===== src/rtl/uart_rx_core_if.sv =====
// Byte-level and line-level signals of the UART receiver.
// The core takes the slave side; the line driver and byte consumer take the master side.
interface uart_rx_core_if #(
    parameter int DATA_WIDTH = 8,
    parameter int PRESCALE_W = 6
);
    logic                  RX_IN;
    logic [PRESCALE_W-1:0] Prescale;
    logic                  parity_enable;
    logic                  parity_type;
    logic [DATA_WIDTH-1:0] P_DATA;
    logic                  Data_Valid;
    logic                  parity_error;
    logic                  stop_error;
    logic                  busy;

    modport master (
        output RX_IN, Prescale, parity_enable, parity_type,
        input  P_DATA, Data_Valid, parity_error, stop_error, busy
    );

    modport slave (
        input  RX_IN, Prescale, parity_enable, parity_type,
        output P_DATA, Data_Valid, parity_error, stop_error, busy
    );
endinterface


===== src/rtl/uart_rx_core.sv =====
// Oversampling UART receiver for 8N1/8E1/8O1 frames with 3-sample majority vote.
// Good bytes leave as a one-cycle Data_Valid pulse; errored frames raise one error pulse.
module uart_rx_core #(
    parameter int DATA_WIDTH = 8,
    parameter int PRESCALE_W = 6
) (
    input  logic           clk,
    input  logic           rst,
    uart_rx_core_if.slave  rx_if
);

    localparam int BIT_W = (DATA_WIDTH > 1) ? $clog2(DATA_WIDTH) : 1;
    localparam logic [BIT_W-1:0] LAST_BIT = BIT_W'(DATA_WIDTH - 1);

    typedef enum logic [2:0] {
        IDLE   = 3'd0,
        START  = 3'd1,
        DATA   = 3'd2,
        PARITY = 3'd3,
        STOP   = 3'd4
    } state_t;

    state_t                state, state_next;

    logic                  rx_meta, rx_s;
    logic [PRESCALE_W-1:0] p_lat;
    logic                  pe_lat, pt_lat;
    logic [PRESCALE_W-1:0] edge_cnt;
    logic [BIT_W-1:0]      bit_cnt;
    logic [DATA_WIDTH-1:0] shift_reg;
    logic                  smp0, smp1, smp2;
    logic                  par_err;

    logic [DATA_WIDTH-1:0] p_data_q;
    logic                  data_valid_q, parity_error_q, stop_error_q;

    logic [PRESCALE_W-1:0] half;
    logic                  vote, vote_tick, bit_end;

    // FSM strobes
    logic start_frame, bit_clr, bit_inc, shift_en, par_chk;
    logic frame_good, frame_perr, frame_serr;

    assign half      = p_lat >> 1;
    assign vote      = (smp0 & smp1) | (smp0 & smp2) | (smp1 & smp2);
    assign vote_tick = (edge_cnt == half + PRESCALE_W'(2));
    assign bit_end   = (edge_cnt == p_lat - PRESCALE_W'(1));

    always_ff @(posedge clk or posedge rst) begin
        if (rst) begin
            state <= IDLE;
        end else begin
            // NOTE: sequential state uses non-blocking assignment so every flop
            // samples pre-edge values regardless of block ordering.
            state <= state_next;
        end
    end

    always_comb begin
        // NOTE: every output of this block gets a default first; a path that
        // leaves one unassigned would infer a latch.
        state_next  = state;
        start_frame = 1'b0;
        bit_clr     = 1'b0;
        bit_inc     = 1'b0;
        shift_en    = 1'b0;
        par_chk     = 1'b0;
        frame_good  = 1'b0;
        frame_perr  = 1'b0;
        frame_serr  = 1'b0;

        unique case (state)
            IDLE: begin
                if (!rx_s) begin
                    state_next  = START;
                    start_frame = 1'b1;
                end
            end
            START: begin
                if (vote_tick && vote) begin
                    state_next = IDLE;      // glitch, not a real start bit
                end else if (bit_end) begin
                    state_next = DATA;
                    bit_clr    = 1'b1;
                end
            end
            DATA: begin
                shift_en = vote_tick;
                if (bit_end) begin
                    if (bit_cnt == LAST_BIT) begin
                        state_next = pe_lat ? PARITY : STOP;
                    end else begin
                        bit_inc = 1'b1;
                    end
                end
            end
            PARITY: begin
                par_chk = vote_tick;
                if (bit_end) begin
                    state_next = STOP;
                end
            end
            STOP: begin
                // Resolve at mid-stop so the next start edge is never missed.
                if (vote_tick) begin
                    state_next = IDLE;
                    if (!vote) begin
                        frame_serr = 1'b1;
                    end else if (par_err) begin
                        frame_perr = 1'b1;
                    end else begin
                        frame_good = 1'b1;
                    end
                end
            end
            default: state_next = IDLE;
        endcase
    end

    always_ff @(posedge clk or posedge rst) begin
        if (rst) begin
            // NOTE: the synchronizer resets to 1 (idle line) so release of
            // reset cannot fake a start edge; the shift register is reset too
            // because it is a handful of flops, not a memory array.
            rx_meta        <= 1'b1;
            rx_s           <= 1'b1;
            p_lat          <= '0;
            pe_lat         <= 1'b0;
            pt_lat         <= 1'b0;
            edge_cnt       <= '0;
            bit_cnt        <= '0;
            shift_reg      <= '0;
            smp0           <= 1'b0;
            smp1           <= 1'b0;
            smp2           <= 1'b0;
            par_err        <= 1'b0;
            p_data_q       <= '0;
            data_valid_q   <= 1'b0;
            parity_error_q <= 1'b0;
            stop_error_q   <= 1'b0;
        end else begin
            rx_meta        <= rx_if.RX_IN;
            rx_s           <= rx_meta;
            data_valid_q   <= frame_good;
            parity_error_q <= frame_perr;
            stop_error_q   <= frame_serr;

            if (start_frame) begin
                p_lat   <= rx_if.Prescale;
                pe_lat  <= rx_if.parity_enable;
                pt_lat  <= rx_if.parity_type;
                par_err <= 1'b0;
            end

            if (state_next == IDLE || start_frame || bit_end) begin
                edge_cnt <= '0;
            end else begin
                edge_cnt <= edge_cnt + PRESCALE_W'(1);
            end

            if (bit_clr) begin
                bit_cnt <= '0;
            end else if (bit_inc) begin
                bit_cnt <= bit_cnt + BIT_W'(1);
            end

            if (state != IDLE) begin
                if (edge_cnt == half - PRESCALE_W'(1)) smp0 <= rx_s;
                if (edge_cnt == half)                  smp1 <= rx_s;
                if (edge_cnt == half + PRESCALE_W'(1)) smp2 <= rx_s;
            end

            if (shift_en) begin
                shift_reg <= {vote, shift_reg[DATA_WIDTH-1:1]};
            end

            if (par_chk) begin
                par_err <= (vote != (pt_lat ? ~^shift_reg : ^shift_reg));
            end

            if (frame_good) begin
                p_data_q <= shift_reg;
            end
        end
    end

    assign rx_if.P_DATA       = p_data_q;
    assign rx_if.Data_Valid   = data_valid_q;
    assign rx_if.parity_error = parity_error_q;
    assign rx_if.stop_error   = stop_error_q;
    assign rx_if.busy         = (state != IDLE);

endmodule


===== src/flat_wrapper.sv =====
// flat-port wrapper written by rule: the top's interface ports become plain ports
module uart_rx_core_flat 
#(
    parameter int DATA_WIDTH = 8,
    parameter int PRESCALE_W = 6
)
  (clk, rst, rx_if_RX_IN, rx_if_Prescale, rx_if_parity_enable, rx_if_parity_type, rx_if_P_DATA, rx_if_Data_Valid, rx_if_parity_error, rx_if_stop_error, rx_if_busy);
  uart_rx_core_if #(.DATA_WIDTH(DATA_WIDTH), .PRESCALE_W(PRESCALE_W)) rx_if_i ();
  input  logic clk;
  input  logic rst;
  input wire logic [$bits(rx_if_i.RX_IN)-1:0] rx_if_RX_IN;
  input wire logic [$bits(rx_if_i.Prescale)-1:0] rx_if_Prescale;
  input wire logic [$bits(rx_if_i.parity_enable)-1:0] rx_if_parity_enable;
  input wire logic [$bits(rx_if_i.parity_type)-1:0] rx_if_parity_type;
  output wire logic [$bits(rx_if_i.P_DATA)-1:0] rx_if_P_DATA;
  output wire logic [$bits(rx_if_i.Data_Valid)-1:0] rx_if_Data_Valid;
  output wire logic [$bits(rx_if_i.parity_error)-1:0] rx_if_parity_error;
  output wire logic [$bits(rx_if_i.stop_error)-1:0] rx_if_stop_error;
  output wire logic [$bits(rx_if_i.busy)-1:0] rx_if_busy;
  assign rx_if_i.RX_IN = rx_if_RX_IN;
  assign rx_if_i.Prescale = rx_if_Prescale;
  assign rx_if_i.parity_enable = rx_if_parity_enable;
  assign rx_if_i.parity_type = rx_if_parity_type;
  assign rx_if_P_DATA = rx_if_i.P_DATA;
  assign rx_if_Data_Valid = rx_if_i.Data_Valid;
  assign rx_if_parity_error = rx_if_i.parity_error;
  assign rx_if_stop_error = rx_if_i.stop_error;
  assign rx_if_busy = rx_if_i.busy;
  uart_rx_core #(.DATA_WIDTH(DATA_WIDTH), .PRESCALE_W(PRESCALE_W)) u_core (.clk(clk), .rst(rst), .rx_if(rx_if_i));
endmodule

===== config.mk =====
export PLATFORM = sky130hd
export DESIGN_NAME = uart_rx_core_flat
export DESIGN_NICKNAME = d
export VERILOG_FILES = /design/src/rtl/uart_rx_core_if.sv /design/src/rtl/uart_rx_core.sv /design/src/flat_wrapper.sv
export SDC_FILE = /design/constraint.sdc
export NUM_CORES = 1
export LEC_CHECK = 0
export CAP_MARGIN = 20
export CORE_MARGIN = 3
export CORE_UTILIZATION = 35
export DETAILED_ROUTE_END_ITERATION = 10
export GPL_TIMING_DRIVEN = 0
export HOLD_SLACK_MARGIN = 0.15
export MAX_ROUTING_LAYER = met4
export PLACE_DENSITY_LB_ADDON = 0.15
export RECOVER_POWER = 25
export SETUP_SLACK_MARGIN = 0.4
export SLEW_MARGIN = 5
export SYNTH_ARGS = -nofsm -noshare
export SYNTH_HDL_FRONTEND = slang
export SYNTH_SLANG_ARGS = --single-unit

===== constraint.sdc =====
create_clock -name clk -period 2.75 [get_ports clk]
set_input_delay 0.275 -clock clk [delete_from_list [all_inputs] [get_ports clk]]
set_output_delay 0.275 -clock clk [all_outputs]
set_load 0.01 [all_outputs]

## Word-level counts from Yosys, hierarchy flattened

Index checks and enable logic that the tools add are counted.

- Equal/unequal tests: 11
- Add/sub/neg operators: 6
- Reductions and logical operators: 13
- Bitwise logic cells: 5
- Multiplexer cells: 36

Operators with widths:

| operator | number |
|---|---|
| $mux W3 | 10 |
| $eq A6 B6 Y1 | 4 |
| $mux W1 | 24 |
| $pmux W3 S5 | 1 |
| $reduce_xnor A8 Y1 | 1 |
| $reduce_xor A8 Y1 | 1 |
| $add A5 B1 Y6 const B | 1 |
| $add A5 B2 Y6 const B | 1 |
| $add A6 B1 Y6 const B | 1 |
| $eq A3 B2 Y1 const B | 2 |
| $eq A3 B3 Y1 const B | 2 |
| $eq A6 B5 Y1 | 1 |
| $logic_not A3 Y1 | 2 |
| $mux W6 | 1 |
| $reduce_and A2 Y1 | 3 |
| $sub A5 B1 Y6 const B | 1 |
| $sub A6 B1 Y6 const B | 1 |
| $reduce_bool A2 Y1 | 2 |
| $add A3 B1 Y3 const B | 1 |
| $and A1 B1 Y1 | 3 |
| $eq A3 B1 Y1 const B | 1 |
| $reduce_bool A3 Y1 | 1 |
| $logic_or A1 B1 Y1 | 2 |
| $or A1 B1 Y1 | 2 |
| 2 further kinds | 2 |

- Output and inout bits: 12
- Input bits: 11
- Flip-flop bits (word level): 45

## Longest topological paths before layout

- Word-level depth: 10
- Mapped depth: 10
- Depth with buffers taken out: 8

## Worst setup path after synthesis

Ideal clock, no wire load.

- Kind: register to register
- From: reg u_core.p_lat[2]
- To: reg u_core.p_data_q[0] (netlist: u_core.rx_if.P_DATA[0])
- Cell stages (with the launch flop): 9
- Clock period less this slack: 2589 ps
- Slack: 161 ps
- Library setup time: 125 ps
- Data arrival time: 2464 ps
- Path through: dfrtp_1 > ha_1 > o21ba_1 > a221o_1 > a211oi_4 > nand2_2 > or3_1 > buf_6 > mux2_4

- Word-level cells in the longest chain between the ends: 4

RTL lines:

| what | RTL line | RTL |
|---|---|---|
| start: declaration | uart_rx_core.sv:26 | `logic [PRESCALE_W-1:0] p_lat;` |
| start signal: assignment | uart_rx_core.sv:149 | `p_lat <= rx_if.Prescale;` |
| $add A5 B2 Y6 | uart_rx_core.sv:46 | `assign vote_tick = (edge_cnt == half + PRESCALE_W'(2));` |
| $eq A6 B6 Y1 | uart_rx_core.sv:46 |  |
| $mux W1 | uart_rx_core.sv:105 | `if (vote_tick) begin` |
| $mux W1 | uart_rx_core.sv:72 | `unique case (state)` |
| end signal: assignment | uart_rx_core.sv:182 | `p_data_q <= shift_reg;` |
| end: declaration | uart_rx_core.sv:34 | `logic [DATA_WIDTH-1:0] p_data_q;` |

No other way between the ends.
A chain may end at the register's enable or synchronous reset.

## Final worst setup path

Same ends and word-level chain as after synthesis.

==> results.txt <==
- For the pin with the worst max-slew slack, the measured transition is slightly below 1 ns.
- Share of the yosys chip area belonging to registers: between 40% and 50%
* Post-synth EDFFs: 0
- The worst setup path is launched from a register.
- After Yosys synthesis, XOR and XNOR cells account for about 11% of the synthesized area.
- In this run the number of H-tree levels came out at 2.
- Width of the die: between 90 and 100 µm
* Synth Net Count: 250
- Worst skew pair latency: approximately 0.30 ns
* Biggest fanout along the worst timing path: 5
- The number of antenna diodes in the final layout is 0.
- Number of optimization iterations in the first detailed-route pass: 4
- I/O Buffers: 22
- Run status: complete, no violations
* Number of cell instances on the worst register-to-register path: 8
- Per report_power, the combinational group accounts for approximately half of the total.
* Area share of the leading cell type in the synthesized netlist: 43.19%
- Setup violations, final: 0
- Per report_power, the clock group accounts for ~16% of the total.
* Post-Synthesis Mean Instance Area: approximately 11 µm²
- After synthesis, the largest family of logic cells by area is simple AND/OR/NAND/NOR gates.
- Yosys printed 0 warnings.
- Total count of max-transition violations in the final report: 0
- Max cap viols: 0
- For this block, the routed nets add up to 5236 µm of wire.
* Cells after synthesis: approximately 230
- VDD sags by at most about 0.00030 V.
- The area growth from synthesis to layout is 26.17%.
* Clock-pin slew of the registers on the worst-case setup and hold paths: 0.09 ns
* Unrepaired setup endpoints after global routing: true
- Vias per cell: roughly 4.9
- The die is 90.37 µm tall.
* Final-layout fill cell count: 691
* Worst path required time: 2.94 ns
* Internal power contribution: ~1.6 mW
- The synthesized netlist devotes under 10% of its cell area to compound gates.
* Global placer's final weighted congestion: 0.8551
- By instance count, the leading cell after synthesis is sky130_fd_sc_hd__dfrtp_1.
* Vias in the first global route: between 1500 and 2000
* Total via count in the routed design: about 1800
* Share of post-route cells with drive strength above 1: 25.46%
* Power density over the cells: roughly 870 nW/µm²
* Cell types occupying the most area after synthesis: sky130_fd_sc_hd__dfrtp_1 (43%), sky130_fd_sc_hd__mux2_2 (7.7%), sky130_fd_sc_hd__xnor2_1 (7.4%)
* Commonest cells post-synth: sky130_fd_sc_hd__dfrtp_1 (43), sky130_fd_sc_hd__xnor2_1 (21), sky130_fd_sc_hd__nor2_1 (19), sky130_fd_sc_hd__mux2_2 (17)
- Worst endpoint data arrival time: between 2 and 3 ns
- For this run, asynchronously set or reset flops after synthesis account for 100.0%.
- Once the floorplan was initialized, standard cells occupied between 30% and 40% of the core.
- The HPWL after detailed placement is around 3600 µm.
- Summing all placed instances gives a cell area of 2855 µm².
* Maximum frequency from static timing analysis: 0.3942 GHz
* Hold Vio Cnt, Final: 0
- Die Outline Area: 8166 µm²
- The first routing iteration left between 100 and 150 violations.
- The path class of the tightest hold or removal check is input pin to asynchronous set/reset pin.
- The floorplan has 30 rows.
- TritonCTS clock tree: yes
* Synth Flop Type: sky130_fd_sc_hd__dfrtp_1
- The finished cells cover approximately 3100 µm².
- Worst setup path class: register to register
- Net switching is about 40% of the power.
- Slew Limit Headroom: 35.47%
* Maximum number of pins on one net before global-route repair: 40
- In this run the deepest clock path goes through 2 buffers.
- Period Utilization, post-route: 92.24%
* Total global routing overflow: 0
* Overall Global Routing Usage: between 10 and 15%
- Final Skew: about 0.0088 ns
- Simple logic cell fraction of the synthesized area: 13.16%
* First-pass GRT wire length: just over 9000 µm
- Core Region: between 6000 and 7000 µm²
* Number of placed I/O pins: 23
* Setup total negative slack: 0 ns
* Drt drc: 0
- Total clock buffers created by CTS: 5
- Net switching power of the design: ~1.1 mW
- Of the post-synthesis cell area, the part taken by muxes is ~13%.
* Remaining antenna violation count: 0
- In this run, flip-flops and latches consume around a third of the power.
- The synthesized netlist devotes roughly 5.4% of its cell area to adder and majority cells.
* Number of flip-flops and latches in the synthesized netlist: between 40 and 50
* Buffer cell driving the clock tree root: sky130_fd_sc_hd__clkbuf_8
* Average detailed-routed wire length per instance: between 10 and 15 µm
- Summing every instance area after synthesis gives 2491 µm².
- Subtracting the final worst setup slack from the clock period gives between 2 and 3 ns.
- At the end of the flow, the number of nets in the layout was 291.
* Standby leakage power: 1.399 nW
- Post-CTS Hold Fix Bufs: 0
- Synth unique cells: between 40 and 50
* Largest area contributor in the synthesized netlist: sky130_fd_sc_hd__dfrtp_1
- Endpoint kind of the worst setup timing path: register
- Counting every sink on the clock net gives between 40 and 50.
- The initial antenna violation count was 0.
## metal layers
layer | global-route usage [%] | part of all wire, % | vias to the layer above
met4 | 4.209 | 0.61 | 0
met1 | 19.84 | 50 | 889
met5 | - | 0 | -
met2 | 20.41 | 46 | 23
met3 | 3.583 | 3.2 | 2
li1 | - | - | 874
## cells in the final DEF, fill, tap and decap left out, drive strengths merged, types with 3 or more instances in the layout
cell type       n
nand2          11
xnor2          21
o21ai          10
a21boi          3
buf            13
nand2b          3
nand3          10
nor2           19
nand4           3
a21oi           3
inv            12
clkbuf         13
clkdlybuf4s50  20
xor2           11
dfrtp          43
mux2           25
ha             10
nand3b          4
nor3            5
## worst max-delay path, cell delays in order, from the launching register on
cell and delay (ns):
sky130_fd_sc_hd__dfrtp_2 0.46, sky130_fd_sc_hd__ha_4 0.18, sky130_fd_sc_hd__o21ba_1 0.17, sky130_fd_sc_hd__a221o_1 0.38, sky130_fd_sc_hd__a211oi_4 0.28, sky130_fd_sc_hd__nand2_2 0.09, sky130_fd_sc_hd__or3_4 0.42, sky130_fd_sc_hd__buf_8 0.15
sky130_fd_sc_hd__mux2_4 0.29
## what timing repair did
| item | 4_1_cts | 5_1_grt |
|---|---|---|
| endpoints found under the setup margin | 26 | 31 |
| hold endpoints to repair | 0 | 0 |
| gates resized for setup | 16 | 19 |
| gates cloned | 1 | 0 |
| pin swaps | 4 | 1 |
| buffers inserted | 8 | 2 |
## logic make-up after synthesis
kind of cell             after synthesis
flip-flops                            45
adder cells (fa/ha/maj)               11
buffers and inverters                 20
XOR/XNOR                              32
AO/OA/AOI/OAI                         31
multiplexers                          25
AND/OR/NAND/NOR                       65
## final cells by class
type,count,area [µm²],area share [%]
multi-input cells,164,1375,43.75
repair buffers,34,322.8,10.27
well taps,96,120.1,3.822
inverters,11,43.79,1.393
clock inverters,3,21.27,0.6768
plain buffers,9,61.31,1.951
clock buffers,5,68.82,2.189
flip-flops and latches,45,1130,35.95
## metrics by stage
step / setup slack, ns / power (mW) / cells / hold slack (ns) / util (%)
2_1_floorplan: 0.3185 / 1.835 / 229 / 0.2795 / -
4_1_cts: 0.2238 / 2.686 / 365 / 0.1805 / 45.05
5_1_grt: 0.1705 / 2.959 / 367 / 0.3579 / 46.01
3_5_place_dp: 0.009700 / 2.114 / 348 / 0.3487 / 41.79
6_report: 0.2133 / 2.728 / 367 / 0.3378 / 46.01
3_3_place_gp: -0.05248 / 2.106 / 347 / 0.3519 / 41.50
## power groups by stage
| stage | Combinational, mW | Sequential [mW] | Clock, mW |
|---|---|---|---|
| 2_1_floorplan | 0.949 | 0.886 | 0 |
| 3_3_place_gp | 1.18 | 0.928 | 0 |
| 3_5_place_dp | 1.19 | 0.927 | 0 |
| 4_1_cts | 1.32 | 0.915 | 0.451 |
| 5_1_grt | 1.54 | 0.943 | 0.476 |
| 6_report | 1.38 | 0.921 | 0.425 |
## worst paths after layout
path	slack, ns	from	endpoint
setup / recovery	0.21	u_core.p_lat[2]	u_core.rx_if.P_DATA[0]
max in group asynchronous	1.19	rst	u_core.rx_if.Data_Valid
min in group clk	0.36	u_core.rx_meta	u_core.rx_s
hold reg to reg	0.36	u_core.rx_meta	u_core.rx_s
hold / removal	0.34	rst	u_core.edge_cnt[4]
setup reg to reg	0.21	u_core.p_lat[2]	u_core.rx_if.P_DATA[0]
No activity file was read; power rests on OpenSTA's default activity.
